File: config.mk
export PLATFORM = sky130hd
export DESIGN_NAME = cannon_fire_ctrl
export DESIGN_NICKNAME = d
export VERILOG_FILES = /design/src/rtl/cannon_pkg.sv /design/src/rtl/frame_timer.sv /design/src/rtl/cannon_fire_ctrl.sv
export SDC_FILE = /design/constraint.sdc
export NUM_CORES = 1
export LEC_CHECK = 0
export BUFFER_PORTS_ARGS = -buffer_cell sky130_fd_sc_hd__buf_2
export CAP_MARGIN = 5
export CORE_MARGIN = 10
export CORE_UTILIZATION = 45
export DETAILED_ROUTE_END_ITERATION = 10
export PLACE_DENSITY = 0.68
export SLEW_MARGIN = 10
export SYNTH_ARGS = -nofsm -noshare
export SYNTH_HDL_FRONTEND = slang
export SYNTH_HIERARCHICAL = 1
export SYNTH_SLANG_ARGS = --single-unit
File: constraint.sdc
create_clock -name i_clk -period 2.9 [get_ports i_clk]
set_input_delay 0.725 -clock i_clk [delete_from_list [all_inputs] [get_ports i_clk]]
set_output_delay 0.725 -clock i_clk [all_outputs]
set_load 0.03 [all_outputs]
File: src/rtl/cannon_pkg.sv
// rtl/cannon_pkg.sv - shared states, load/hold encodings and timer width for the cannon fire controller
package cannon_pkg;

  localparam int TIMER_W = 8;

  typedef enum logic [2:0] {
    IDLE,
    ARM,
    FLIGHT,
    IMPACT,
    COOLDOWN
  } fire_state_t;

  // {load, hold} driven into the cannon motion block
  localparam logic [1:0] LH_IDLE     = 2'b00;
  localparam logic [1:0] LH_ARM      = 2'b11;
  localparam logic [1:0] LH_FLIGHT   = 2'b10;
  localparam logic [1:0] LH_IMPACT   = 2'b01;
  localparam logic [1:0] LH_COOLDOWN = 2'b00;

  function automatic logic [1:0] load_hold(input fire_state_t s);
    logic [1:0] lh;
    lh = LH_IDLE;
    case (s)
      ARM:      lh = LH_ARM;
      FLIGHT:   lh = LH_FLIGHT;
      IMPACT:   lh = LH_IMPACT;
      COOLDOWN: lh = LH_COOLDOWN;
      default:  lh = LH_IDLE;
    endcase
    return lh;
  endfunction

endpackage

File: src/rtl/frame_timer.sv
// rtl/frame_timer.sv - frame counter advanced on start-of-frame ticks with a runtime terminal compare
module frame_timer
  import cannon_pkg::*;
(
  input  logic               i_clk,
  input  logic               i_reset,
  input  logic               i_clear,
  input  logic               i_tick,
  input  logic               i_enable,
  input  logic [TIMER_W-1:0] i_last,
  output logic               o_at_last
);

  logic [TIMER_W-1:0] r_count;

  always_ff @(posedge i_clk) begin
    if (i_reset || i_clear) begin
      r_count <= '0;
    end else if (i_tick && i_enable) begin
      r_count <= r_count + 1'b1;
    end
  end

  assign o_at_last = (r_count == i_last);

endmodule

File: src/rtl/cannon_fire_ctrl.sv
// rtl/cannon_fire_ctrl.sv - arms, launches, freezes and re-parks the cannonball; tracks ammo and shot timers
module cannon_fire_ctrl
  import cannon_pkg::*;
#(
  parameter int MAX_SHOTS         = 7,
  parameter int ARM_FRAMES        = 8,
  parameter int FLIGHT_MAX_FRAMES = 120,
  parameter int IMPACT_FRAMES     = 10,
  parameter int COOLDOWN_FRAMES   = 45,
  parameter int Y_EXIT            = 400
) (
  input  logic        i_clk,
  input  logic        i_reset,
  input  logic        i_start_of_frame,
  input  logic        i_game_enable,
  input  logic        i_fire_req,
  input  logic        i_ball_hit,
  input  logic [10:0] i_ball_top_left_y,
  input  logic        i_refill,
  output logic        o_cannon_load,
  output logic        o_cannon_hold,
  output logic        o_shot_active,
  output logic        o_cooldown_busy,
  output logic        o_shot_fired,
  output logic        o_impact_by_hit,
  output logic [3:0]  o_ammo_left
);

  localparam logic [TIMER_W-1:0] ARM_LAST      = TIMER_W'(ARM_FRAMES - 1);
  localparam logic [TIMER_W-1:0] FLIGHT_LAST   = TIMER_W'(FLIGHT_MAX_FRAMES - 1);
  localparam logic [TIMER_W-1:0] IMPACT_LAST   = TIMER_W'(IMPACT_FRAMES - 1);
  localparam logic [TIMER_W-1:0] COOLDOWN_LAST = TIMER_W'(COOLDOWN_FRAMES - 1);
  localparam logic [3:0]         AMMO_MAX      = 4'(MAX_SHOTS);
  localparam logic signed [10:0] Y_EXIT_S      = 11'(Y_EXIT);

  fire_state_t        r_state;
  fire_state_t        w_state_next;
  logic               w_end_by_hit;
  logic [TIMER_W-1:0] w_last;
  logic               w_at_last;
  logic               w_frame_done;
  logic               w_y_exit;
  logic               w_fire_accept;
  logic               w_flight_end;

  logic               r_load;
  logic               r_hold;
  logic               r_shot_active;
  logic               r_cooldown_busy;
  logic               r_shot_fired;
  logic               r_impact_by_hit;
  logic [3:0]         r_ammo_left;

  always_comb begin
    w_last = '0;
    case (r_state)
      ARM:      w_last = ARM_LAST;
      FLIGHT:   w_last = FLIGHT_LAST;
      IMPACT:   w_last = IMPACT_LAST;
      COOLDOWN: w_last = COOLDOWN_LAST;
      default:  w_last = '0;
    endcase
  end

  // The counter is zeroed on every state change so each timed state starts from 0.
  frame_timer u_frame_timer (
    .i_clk     (i_clk),
    .i_reset   (i_reset),
    .i_clear   (w_state_next != r_state),
    .i_tick    (i_start_of_frame),
    .i_enable  (r_state != IDLE),
    .i_last    (w_last),
    .o_at_last (w_at_last)
  );

  assign w_frame_done = i_start_of_frame && w_at_last;
  assign w_y_exit     = $signed(i_ball_top_left_y) >= Y_EXIT_S;

  always_ff @(posedge i_clk) begin
    if (i_reset) begin
      r_state <= IDLE;
    end else begin
      r_state <= w_state_next;
    end
  end

  always_comb begin
    w_state_next = r_state;
    w_end_by_hit = 1'b0;
    if (!i_game_enable) begin
      w_state_next = IDLE;
    end else begin
      case (r_state)
        IDLE: begin
          if (i_fire_req && (r_ammo_left != 4'd0)) w_state_next = ARM;
        end
        ARM: begin
          if (w_frame_done) w_state_next = FLIGHT;
        end
        FLIGHT: begin
          if (i_ball_hit) begin
            w_state_next = IMPACT;
            w_end_by_hit = 1'b1;
          end else if (w_y_exit || w_frame_done) begin
            w_state_next = IMPACT;
          end
        end
        IMPACT: begin
          if (w_frame_done) w_state_next = COOLDOWN;
        end
        COOLDOWN: begin
          if (w_frame_done) w_state_next = IDLE;
        end
        default: w_state_next = IDLE;
      endcase
    end
  end

  assign w_fire_accept = (r_state == IDLE) && (w_state_next == ARM);
  assign w_flight_end  = (r_state == FLIGHT) && (w_state_next == IMPACT);

  always_ff @(posedge i_clk) begin
    if (i_reset) begin
      r_load          <= 1'b0;
      r_hold          <= 1'b0;
      r_shot_active   <= 1'b0;
      r_cooldown_busy <= 1'b0;
      r_shot_fired    <= 1'b0;
      r_impact_by_hit <= 1'b0;
      r_ammo_left     <= AMMO_MAX;
    end else begin
      {r_load, r_hold} <= load_hold(w_state_next);
      r_shot_active    <= (w_state_next == ARM) || (w_state_next == FLIGHT);
      r_cooldown_busy  <= (w_state_next == IMPACT) || (w_state_next == COOLDOWN);
      r_shot_fired     <= (r_state == ARM) && (w_state_next == FLIGHT);
      if (w_flight_end) r_impact_by_hit <= w_end_by_hit;
      // A refill in the same cycle as an accepted fire leaves the magazine full.
      if (i_refill) begin
        r_ammo_left <= AMMO_MAX;
      end else if (w_fire_accept) begin
        r_ammo_left <= r_ammo_left - 4'd1;
      end
    end
  end

  assign o_cannon_load   = r_load;
  assign o_cannon_hold   = r_hold;
  assign o_shot_active   = r_shot_active;
  assign o_cooldown_busy = r_cooldown_busy;
  assign o_shot_fired    = r_shot_fired;
  assign o_impact_by_hit = r_impact_by_hit;
  assign o_ammo_left     = r_ammo_left;

endmodule

; ---- After elaboration in Yosys (flattened, before gate mapping)
; Index checks and enable logic that the tools add are counted.
; Widths: inputs -> output; s select.
[classes]
addsub = 2
n_mul = 0
div_mod_pow = 0
order_cmp = 1
n_eq_ne = 10
n_shift = 0
mux = 13
bitwise = 0
reduce_logical = 14
[op_table]
columns = op, n
row1 = $pmux 7 s4, 1
row2 = $mux 3, 7
row3 = $pmux 3 s5, 1
row4 = $eq 3x2->1 const B, 4
row5 = $ge 11x10->1 const B, 1
row6 = $add 8x1->8 const B, 1
row7 = $eq 8x7->1, 1
row8 = $eq 3x1->1 const B, 2
row9 = $eq 3x3->1 const B, 2
row10 = $logic_and 1x1->1, 6
row11 = $pmux 2 s3, 1
row12 = $logic_or 1x1->1, 4
row13 = $reduce_bool 4->1, 1
row14 = $sub 4x1->4 const B, 1
row15 = $logic_not 3->1, 1
row16 = $mux 1, 3
row17 = $ne 3x3->1, 1
row18 = $reduce_bool 3->1, 1
row19 = $reduce_or 2->1, 1
[word_totals]
reg_bits = 21
latch_bits = 0
ramBits = 0
rom_bits = 0
inputBits = 18
mem_count = 0

; ---- Longest topological paths before layout
; Gate-level depths: netlist (run 1).
[depth]
depth_word = 11
depth_mapped = 15
ltp_nobuf = 13

; ---- Cells and area by module
; Netlist (run 1), hierarchy kept.
[by_module_without_submodules]
columns = module, n_inst, cells_per_inst, area_per_inst_um2, seq_area_each_um2
row1 = cannon_fire_ctrl, 1, 87, 733.2, 260.2
row2 = frame_timer, 1, 52, 439.2, 160.2

; ---- Worst setup path before layout (run 1)
; No wires, ideal clock.
[synth_timing]
path_type = register -> register
from = register r_state[1]
to = register u_frame_timer.r_count[1]
arrival_time_ps = 2536
required_time_ps = 2830
slack_ps = 294
path_stages_with_launch = 15
path_buffers = 2
synth_period_minus_slack_ps = 2606
path_cell_list = dfxtp_1 > clkbuf_1 > xnor2_1 > nor2_1 > xnor2_1 > nand4_1 > nor2_1 > nand2_1 > a32oi_2 > and4b_1 > a211oi_1 > o21a_1 > or2_2 > clkbuf_1 > a21oi_1
[synth_between]
elab_chain_len = 11
elab_cells_between_ends = 21
[synth_lines]
columns = element, line
row1 = from (decl), cannon_fire_ctrl.sv:36  ; fire_state_t r_state;
row2 = from (signal assigned), cannon_fire_ctrl.sv:83  ; r_state <= w_state_next;
row3 = $eq 3x3->1 (tied with other cells), cannon_fire_ctrl.sv:56  ; case (r_state)
row4 = $pmux 7 s4 (*), cannon_fire_ctrl.sv:56
row5 = named net w_last[5], cannon_fire_ctrl.sv:39  ; logic [TIMER_W-1:0] w_last;
row6 = $eq 8x7->1 (*), frame_timer.sv:24  ; assign o_at_last = (r_count == i_last);
row7 = named net w_at_last, cannon_fire_ctrl.sv:40  ; logic w_at_last;
row8 = $logic_and 1x1->1 (*), cannon_fire_ctrl.sv:76  ; assign w_frame_done = i_start_of_frame && w_at_last;
row9 = $logic_or 1x1->1, cannon_fire_ctrl.sv:104  ; end else if (w_y_exit || w_frame_done) begin
row10 = $mux 3, cannon_fire_ctrl.sv:104
row11 = $mux 3, cannon_fire_ctrl.sv:101  ; if (i_ball_hit) begin
row12 = $pmux 3 s5 (*), cannon_fire_ctrl.sv:93  ; case (r_state)
row13 = $mux 3 (*), cannon_fire_ctrl.sv:90  ; if (!i_game_enable) begin
row14 = $ne 3x3->1 (*), cannon_fire_ctrl.sv:69  ; .i_clear (w_state_next != r_state),
row15 = $logic_or 1x1->1 (*), frame_timer.sv:17  ; if (i_reset || i_clear) begin
row16 = to (signal assigned), frame_timer.sv:20  ; r_count <= r_count + 1'b1;
row17 = to (decl), frame_timer.sv:14  ; logic [TIMER_W-1:0] r_count;
; The timed path passes the listed nets; every way through them passes the cells marked *.
; A chain may end at the register's enable or synchronous reset.

; ---- Worst setup path in the final report (run 1)
[layout_timing]
from = register r_state[0]
to = register u_frame_timer.r_count[7]
; Same word-level chain as after synthesis.

==> results.yml, run 1 <==
cts:
  clock_latency_ps: 320
  clkTransAtPathRegs_ps: 130
  clock-sinks: 21
  htree_levels: 1
  numCtsBuffers: 3
  cts_buffer_depth: 2
  root_buffer: "clkbuf_4"
  cts_tree: "done"
  hold_buffers: 0
yosys:
  async_flop_share: 0
  synth_top_area_frac: 0.3586
  synth_top_area_cell: "dfxtp_1"
  synth.most_common_cell: "dfxtp_1"
  netlist_area_sq_mm: 0.001172
  synth_nets: 159
  synth-adder-area-share: 0.02134
  synth.distinct_cells: 42
  avgSynthCellArea_sq_um: 8.434
  synth_edf_count: 0
  synth_ff_type: "dfxtp_1"
  synth_xor_area_frac: 0.1195
  synth_seq_cells: 21
  synth_compound_area_frac: 0.1569
  synth_area_leaders: "dfxtp_1, xnor2_1, nand2_1"
  synth_top_family_by_area: "simple AND/OR/NAND/NOR gates"
  seq_area_frac_synth: 0.3586
  yosys.area_share.simple: 0.2946
  ys_warn_count: 6
  synth_commonest_cells: "dfxtp_1, xnor2_1, nand2_1, nor2_1, inv_1"
  synth_cells: 139
  synth_mux_area_frac: 0
routing:
  dr.pass1.iters: 4
  viasPerCell: 5.106
  drc: 0
  ant_nets: 0
  drtIter0Drc: 48
  drt-wirelength-per-cell_um: 12.82
  wl_um: 2551
  vias: 1016
floorplan:
  die_h_um: 71.04
  core_sq_mm: 0.002477
  die_w_um: 71.04
  start_util: 0.4732
  die-area_sq_mm: 0.005047
  rows: 18
  boundaryPins: 28
critical_path:
  critPathMaxFanout: 8
  worstPathRequired_ps: 3150
  end_kind: "register"
  crit_slowest_cell: "dfxtp_1"
  cp_cell_sequence: "nand2b_1 > or2_1 > o21ai_1 > xnor2_1 > nand4_1 > nor2_2 > nand2_1 > a32oi_2 > and4b_1 > a211oi_1 > o21a_1 > or2_4 > a21oi_1"
  r2r_cells: 13
  startpoint_type: "register"
  critPathBufInv: 0
  worstPathArrival_ps: 2870
  worstReg2RegEnd: "u_frame_timer/r_count[7]$_SDFFE_PP0P_"
  critPathTopFamily: "simple AND/OR/NAND/NOR gates"
  r2r_start: "r_state[0]$_SDFF_PP0_"
  r2r_slack_ps: 290
  critical_path.max_stage_delay_ps: 350
  critPathKind: "register to register"
layout:
  nFillCells: 232
  design_area_sq_mm: 0.001391
  area_growth_syn_to_layout_pct: 18.68
  largest_reg_flops: 8
  layout-drive-gt1-share: 0.2781
  fin_nets: 190
  layout.area.seq_sq_um: 421.7
  largest-register: "u_frame_timer/r_count"
  multi_input_area_sq_um: 703.2
  diodes: 0
place:
  placedInstanceArea_sq_mm: 0.001343
  dp_hpwl_um: 2011
  finalWeightedCongestion: 0.8213
  port_buffers: 23
grt:
  grt_pass1_vias: 986
  grt_max_degree: 13
  grt_usage: 0.1010
  antenna_found_initial: 0
  grt_pass1_wl_um: 4353
  grt_overflow: 0
sta:
  fmax_mhz: 383.0
  setup_violations: 0
  finalMaxSlewViolations: 0
  period_share: 0.9004
  period_needed_ps: 2611
  clock_skew_ps: 9.485
  hold_slack_ps: 500.6
  grt_setup_unrepaired: "no"
  setup_tns_ps: 0
  hold_viol_final: 0
min_path:
  hold_depth: 2
  worstHoldStart: "u_frame_timer/r_count[7]$_SDFFE_PP0P_"
  holdPathEnd: "u_frame_timer/r_count[7]$_SDFFE_PP0P_"
  hp-class: "register to register"
power:
  leakagePower_nw: 0.5808
  power.density_mw_per_mm2: 377.3
  ir_drop_uv: 278.7
run_status:
  status: "completed"
job:
  drv_cap: 0
-- placed cells by master, fill, tap and decap left out, drive strengths merged, types with 2 or more instances in the layout --
cell type and n:
inv 9, nor4 2, xnor2 14, clkbuf 3
o21a 2, nand4 5, ha 2, o21ai 6
a21oi 8, xor2 2, buf 30, nand2b 6
nand2 12, nor2b 2, nand3 5, nor3 4
or2 2, dfxtp 21, or3 5, a21o 2
nor2 12
-- metrics by stage --
stage                     setup WS (ps)  power [W]  instances  utilization
after floorplan                   294.0  0.0003530        139            -
after global placement            205.1  0.0003768        193       0.5419
after detailed placement          145.7  0.0003787        193       0.5419
after CTS                         100.4  0.0005247        197       0.5530
after global routing              35.53  0.0005465        199       0.5616
final                             289.0  0.0005249        199       0.5616
-- layout make-up --
cell class                      count  area share
Inverter                            9     0.02428
Tap cell                           30     0.02698
Timing Repair Buffer               30      0.1205
Clock buffer                        3     0.01619
Clock inverter                      1    0.003597
Sequential cell                    21      0.3031
Multi-Input combinational cell    105      0.5054
-- worst min-delay path, stage by stage (launching register included) --
cell and delay [ps]:
dfxtp_1 350, o31ai_1 70, a21oi_1 50
-- layer usage --
metal	part of all wire	track usage	up-vias
met3	0.050	0.04184	3
met1	0.43	0.1108	463
li1	-	-	540
met4	0.0067	0.01935	0
met5	0	0	-
met2	0.51	0.1780	10
-- power breakdown --
part	leakage, nW	internal, W	switching [W]
registers	0.171	0.000293	0.00000297
clock network	0.0177	0.0000517	0.0000958
logic	0.393	0.0000373	0.0000442
-- cells by family (layout without fill, tap and decap cells) --
kind of cell             after synthesis  count (layout)
AND/OR/NAND/NOR                       60              60
AO/OA/AOI/OAI                         26              26
flip-flops                            21              21
XOR/XNOR                              16              16
buffers and inverters                 13              43
adder cells (fa/ha/maj)                2               2
other                                  1               1
-- timing repair --
item / 4_1_cts / 5_1_grt
endpoints found under the setup margin: 0 / 8
setup buffers: 0 / 2
gates resized for setup: 0 / 4
-- worst max-delay path by stage --
stage / startpoint / to / slack [ps] / cells past startpoint
2_1_floorplan: r_state[1]$_SDFF_PP0_ / u_frame_timer/r_count[1]$_SDFFE_PP0P_ / 290 / 14
3_3_place_gp: r_state[2]$_SDFF_PP0_ / u_frame_timer/r_count[5]$_SDFFE_PP0P_ / 210 / 12
3_5_place_dp: r_state[2]$_SDFF_PP0_ / u_frame_timer/r_count[4]$_SDFFE_PP0P_ / 150 / 12
4_1_cts: r_state[2]$_SDFF_PP0_ / u_frame_timer/r_count[7]$_SDFFE_PP0P_ / 100 / 12
5_1_grt: r_state[0]$_SDFF_PP0_ / u_frame_timer/r_count[7]$_SDFFE_PP0P_ / 40 / 13
6_report: r_state[0]$_SDFF_PP0_ / u_frame_timer/r_count[7]$_SDFFE_PP0P_ / 290 / 13
Note: power is estimated with default switching activity, not from simulation.
==> run 2: changes to the inputs <==
--- a/config.mk
+++ b/config.mk
@@ -10,7 +10,9 @@
 export CORE_MARGIN = 10
 export CORE_UTILIZATION = 45
 export DETAILED_ROUTE_END_ITERATION = 10
+export HOLD_SLACK_MARGIN = 0.08
 export PLACE_DENSITY = 0.68
+export RECOVER_POWER = 100
 export SLEW_MARGIN = 10
 export SYNTH_ARGS = -nofsm -noshare
 export SYNTH_HDL_FRONTEND = slang
==> run 2 against run 1 <==
Compared with the run above: worst setup slack got worse by 13 ps; combinational power fell by 1%; first-iteration DRC count grew 35%; critical endpoint unchanged; largest cell class unchanged; maximum frequency decreased by 0.50%; clock power about the same; count of clock-buffer cells in the layout unchanged; routed wire length fell by 0.31%.
==> results.yml, run 2 (synthesized netlist as in run 1, its figures left out) <==
place:
  dp_hpwl_um: 2011
  port_buffers: 23
  finalWeightedCongestion: 0.8213
  dp_cells: 193
  post-place-ws_ps: 145.7
cts:
  root_buffer: "clkbuf_4"
  clkTransAtPathRegs_ps: 130
  htree_levels: 1
  hold_buffers: 0
  clock_latency_ps: 320
  cts_tree: "done"
  clock-sinks: 21
  numCtsBuffers: 3
  cts_buffer_depth: 2
routing:
  drtIter0Drc: 65
  wl_um: 2543
  drt-wirelength-per-cell_um: 12.78
  ant_nets: 0
  vias: 1019
  dr.pass1.iters: 4
  drc: 0
  viasPerCell: 5.121
critical_path:
  worstPathRequired_ps: 3150
  critical_path.max_stage_delay_ps: 350
  critPathTopFamily: "simple AND/OR/NAND/NOR gates"
  r2r_cells: 13
  critPathKind: "register to register"
  critPathMaxFanout: 8
  cp_cell_sequence: "nand2b_1 > or2_1 > o21ai_0 > xnor2_1 > nand4_1 > nor2_2 > nand2_1 > a32oi_2 > and4b_1 > a211oi_1 > o21a_1 > or2_4 > a21oi_1"
  worstPathArrival_ps: 2880
  critPathBufInv: 0
  crit_slowest_cell: "dfxtp_1"
  end_kind: "register"
  r2r_slack_ps: 280
  startpoint_type: "register"
  cp.depth: 13
min_path:
  hold_depth: 2
  hp-class: "register to register"
floorplan:
  start_util: 0.4732
  die_w_um: 71.04
  rows: 18
  die-area_sq_mm: 0.005047
  core_sq_mm: 0.002477
  die_h_um: 71.04
  boundaryPins: 28
power:
  leakagePower_nw: 0.5451
  power.density_mw_per_mm2: 381.6
  ir_drop_uv: 278.4
sta:
  period_needed_ps: 2624
  hold_viol_final: 0
  finalMaxSlewViolations: 0
  setup_tns_ps: 0
  period_share: 0.9049
  hold_slack_ps: 500.4
  fin_ws_ps: 275.7
  setup_violations: 0
  fmax_mhz: 381.1
  clock_skew_ps: 10.51
  grt_setup_unrepaired: "no"
grt:
  grt_overflow: 0
  grt_usage: 0.1010
  antenna_found_initial: 0
  grt_pass1_wl_um: 4353
  grt_pass1_vias: 986
  grt_max_degree: 13
layout:
  nFillCells: 239
  instances_no_fill: 199
  largest-register: "u_frame_timer/r_count"
  final_cell_mix: "dfxtp_1, xnor2_1, buf_2, nand2_1, nor2_1"
  layout_commonest_cell: "dfxtp_1"
  area_growth_syn_to_layout_pct: 16.86
  fin_util: 0.5530
  largest_reg_flops: 8
  layout-drive-gt1-share: 0.2071
  fin_nets: 190
  diodes: 0
run_status:
  status: "completed"
job:
  drv_cap: 0
run 2: worst paths after layout:
check                                        start                               endpoint
max                          r_state[0]$_SDFF_PP0_  u_frame_timer/r_count[7]$_SDFFE_PP0P_
min          u_frame_timer/r_count[7]$_SDFFE_PP0P_  u_frame_timer/r_count[7]$_SDFFE_PP0P_
min reg2reg  u_frame_timer/r_count[7]$_SDFFE_PP0P_  u_frame_timer/r_count[7]$_SDFFE_PP0P_
max reg2reg                  r_state[0]$_SDFF_PP0_  u_frame_timer/r_count[7]$_SDFFE_PP0P_
run 2: layer usage:
layer | wire, um | vias up | track usage
met5 | 0 | - | 0
li1 | - | 539 | -
met4 | 17 | 0 | 0.01935
met3 | 130 | 3 | 0.04184
met1 | 1100 | 465 | 0.1108
met2 | 1295 | 12 | 0.1780
run 2: cell type report:
type / instances / area [sq um] / share of cell area
multi-input combinational: 105 / 694.4 / 0.5069
timing repair buffer: 30 / 155.1 / 0.1132
clock inverter: 1 / 5.005 / 0.003653
clock buffer: 3 / 22.52 / 0.01644
sequential: 21 / 421.7 / 0.3078
tap: 30 / 37.54 / 0.02740
inverter: 9 / 33.78 / 0.02466
run 2: metrics by stage:
step | area, sq um | power, W
floorplan | 1172 | 0.0003530
CTS | 1370 | 0.0005247
global placement | 1343 | 0.0003768
global route | 1370 | 0.0005452
detailed placement | 1343 | 0.0003787
finish | 1370 | 0.0005228
run 2: power by group:
group          internal [W]  switching, W
clock network     0.0000517     0.0000950
logic             0.0000363     0.0000441
registers          0.000293    0.00000287
total              0.000381      0.000142
run 2: worst min-delay path, cell delays in order (launching register included):
cell and delay [ps]:
dfxtp_1 350, o31ai_1 70, a21oi_1 50
run 2: repair_timing:
item | in CTS | in global routing
resized for setup | 0 | 4
buffers inserted | 0 | 2
endpoints found under the setup margin | 0 | 8
==> run 3: changes to the inputs <==
--- a/config.mk
+++ b/config.mk
@@ -13,6 +13,7 @@
 export HOLD_SLACK_MARGIN = 0.08
 export PLACE_DENSITY = 0.68
 export RECOVER_POWER = 100
+export REMOVE_ABC_BUFFERS = 1
 export SLEW_MARGIN = 10
 export SYNTH_ARGS = -nofsm -noshare
 export SYNTH_HDL_FRONTEND = slang
==> run 3 against run 2 <==
Compared with the run above: flip-flop and latch count unchanged; register-to-register slack worse by 60 ps; sequential share of layout area up 0.55 points; global-route usage down 0.22 points; clock power down 3%; combinational power down 3.9%; die area unchanged; non-clock buffer count down 1; worst hold slack better by 15 ps; clock skew down 9.7 ps; power down 1.5%; critical path type unchanged.
==> results.yml, run 3 (synthesized netlist as in run 1, its figures left out) <==
power:
  ir_drop_uv: 305.4
  power.density_mw_per_mm2: 381.4
  leakagePower_nw: 0.5323
min_path:
  worstHoldStart: "u_frame_timer/r_count[7]$_SDFFE_PP0P_"
  hold_depth: 2
  holdPathEnd: "u_frame_timer/r_count[7]$_SDFFE_PP0P_"
  hp-class: "register to register"
grt:
  grt_overflow: 0
  grt_pass1_vias: 1005
  antenna_found_initial: 0
  grt_pass1_wl_um: 4347
  grt_max_degree: 13
  grt_usage: 0.09873
sta:
  clock_skew_ps: 0.7717
  period_needed_ps: 2689
  finalMaxSlewViolations: 0
  setup_violations: 0
  hold_viol_final: 0
  fmax_mhz: 371.9
  grt_setup_unrepaired: "no"
  period_share: 0.9271
  fin_ws_ps: 211.4
  setup_tns_ps: 0
cts:
  htree_levels: 1
  cts_tree: "done"
  clock_latency_ps: 310
  numCtsBuffers: 3
  hold_buffers: 0
  clkTransAtPathRegs_ps: 110
  cts_buffer_depth: 2
  root_buffer: "clkbuf_4"
  clock-sinks: 21
floorplan:
  boundaryPins: 28
  die_w_um: 71.04
  core_sq_mm: 0.002477
  die_h_um: 71.04
  rows: 18
  die-area_sq_mm: 0.005047
  start_util: 0.4732
routing:
  wl_um: 2524
  dr.pass1.iters: 4
  vias: 1036
  drt-wirelength-per-cell_um: 12.75
  drtIter0Drc: 31
  drc: 0
  viasPerCell: 5.232
  ant_nets: 0
critical_path:
  r2r_slack_ps: 210
  critPathMaxFanout: 8
  worstPathRequired_ps: 3140
  worstReg2RegEnd: "u_frame_timer/r_count[6]$_SDFFE_PP0P_"
  critPathKind: "register to register"
  r2r_start: "r_state[0]$_SDFF_PP0_"
  end_kind: "register"
  r2r_cells: 13
  worstPathArrival_ps: 2930
  startpoint_type: "register"
layout:
  layout-drive-gt1-share: 0.1905
  nFillCells: 247
  largest-register: "u_frame_timer/r_count"
  largest_reg_flops: 8
  fin_nets: 189
  layout_commonest_cell: "dfxtp_1"
  area_growth_syn_to_layout_pct: 15.15
  final_cell_mix: "dfxtp_1, xnor2_1, buf_2, nor2_1, clkbuf_1"
  diodes: 0
place:
  post-place-ws_ps: 163.3
  dp_hpwl_um: 2033
  finalWeightedCongestion: 0.7984
  port_buffers: 23
run_status:
  status: "completed"
job:
  drv_cap: 0
[run 3: routing by layer]
metal	part of all wire	routed length [um]	global-route usage	vias up
met1	0.45	1135	0.1164	478
li1	-	-	-	539
met3	0.053	134	0.02929	2
met5	0	0	0	-
met2	0.49	1232	0.1682	17
met4	0.0087	22	0.02796	0
[run 3: final cells by class]
type	count	area, sq um	area share
inverters	9	33.78	0.02502
clock buffers	4	26.28	0.01946
repair buffers	29	143.9	0.1066
flip-flops and latches	21	422.9	0.3133
well taps	30	37.54	0.02780
multi-input cells	105	685.7	0.5079
[run 3: how the worst max path moves through the flow]
stage	start	end	slack [ps]	cells past startpoint
CTS	r_state[1]$_SDFF_PP0_	u_frame_timer/r_count[6]$_SDFFE_PP0P_	130	13
global placement	r_state[1]$_SDFF_PP0_	u_frame_timer/r_count[5]$_SDFFE_PP0P_	220	13
global route	r_state[0]$_SDFF_PP0_	u_frame_timer/r_count[6]$_SDFFE_PP0P_	20	13
detailed placement	r_state[1]$_SDFF_PP0_	u_frame_timer/r_count[6]$_SDFFE_PP0P_	160	13
floorplan	r_state[1]$_SDFF_PP0_	u_frame_timer/r_count[1]$_SDFFE_PP0P_	280	13
finish	r_state[0]$_SDFF_PP0_	u_frame_timer/r_count[6]$_SDFFE_PP0P_	210	13
[run 3: what timing repair did]
action	in CTS	in global routing
endpoints found under the setup margin	0	8
resized for setup	0	3
setup buffers	0	2
[run 3: where the power goes]
part	switching (W)	internal, W	leakage [nW]
registers	0.00000298	0.000293	0.171
logic	0.0000436	0.0000337	0.346
clock network	0.0000880	0.0000538	0.0150
[run 3: critical path: stages (launching register included)]
cell      delay, ps
dfxtp_1         350
buf_4           170
nand2b_1        130
o21ai_0         220
xnor2_1         150
nand4_1         100
nor2_1          180
nand2_2         110
a32oi_2         240
and4b_1         230
a211oi_1         50
o21a_1          160
or2_2           380
a21oi_1         160
[run 3: metrics by stage]
step | util | cell area [sq um] | power, W | hold WS (ps) | std cells
CTS | 0.5495 | 1361 | 0.0005197 | 513.7 | 196
global route | 0.5449 | 1350 | 0.0005405 | 549.0 | 198
global placement | 0.5389 | 1335 | 0.0003766 | 471.3 | 192
floorplan | - | 1152 | 0.0003512 | 464.3 | 135
detailed placement | 0.5389 | 1335 | 0.0003786 | 496.8 | 192
finish | 0.5449 | 1350 | 0.0005150 | 515.5 | 198
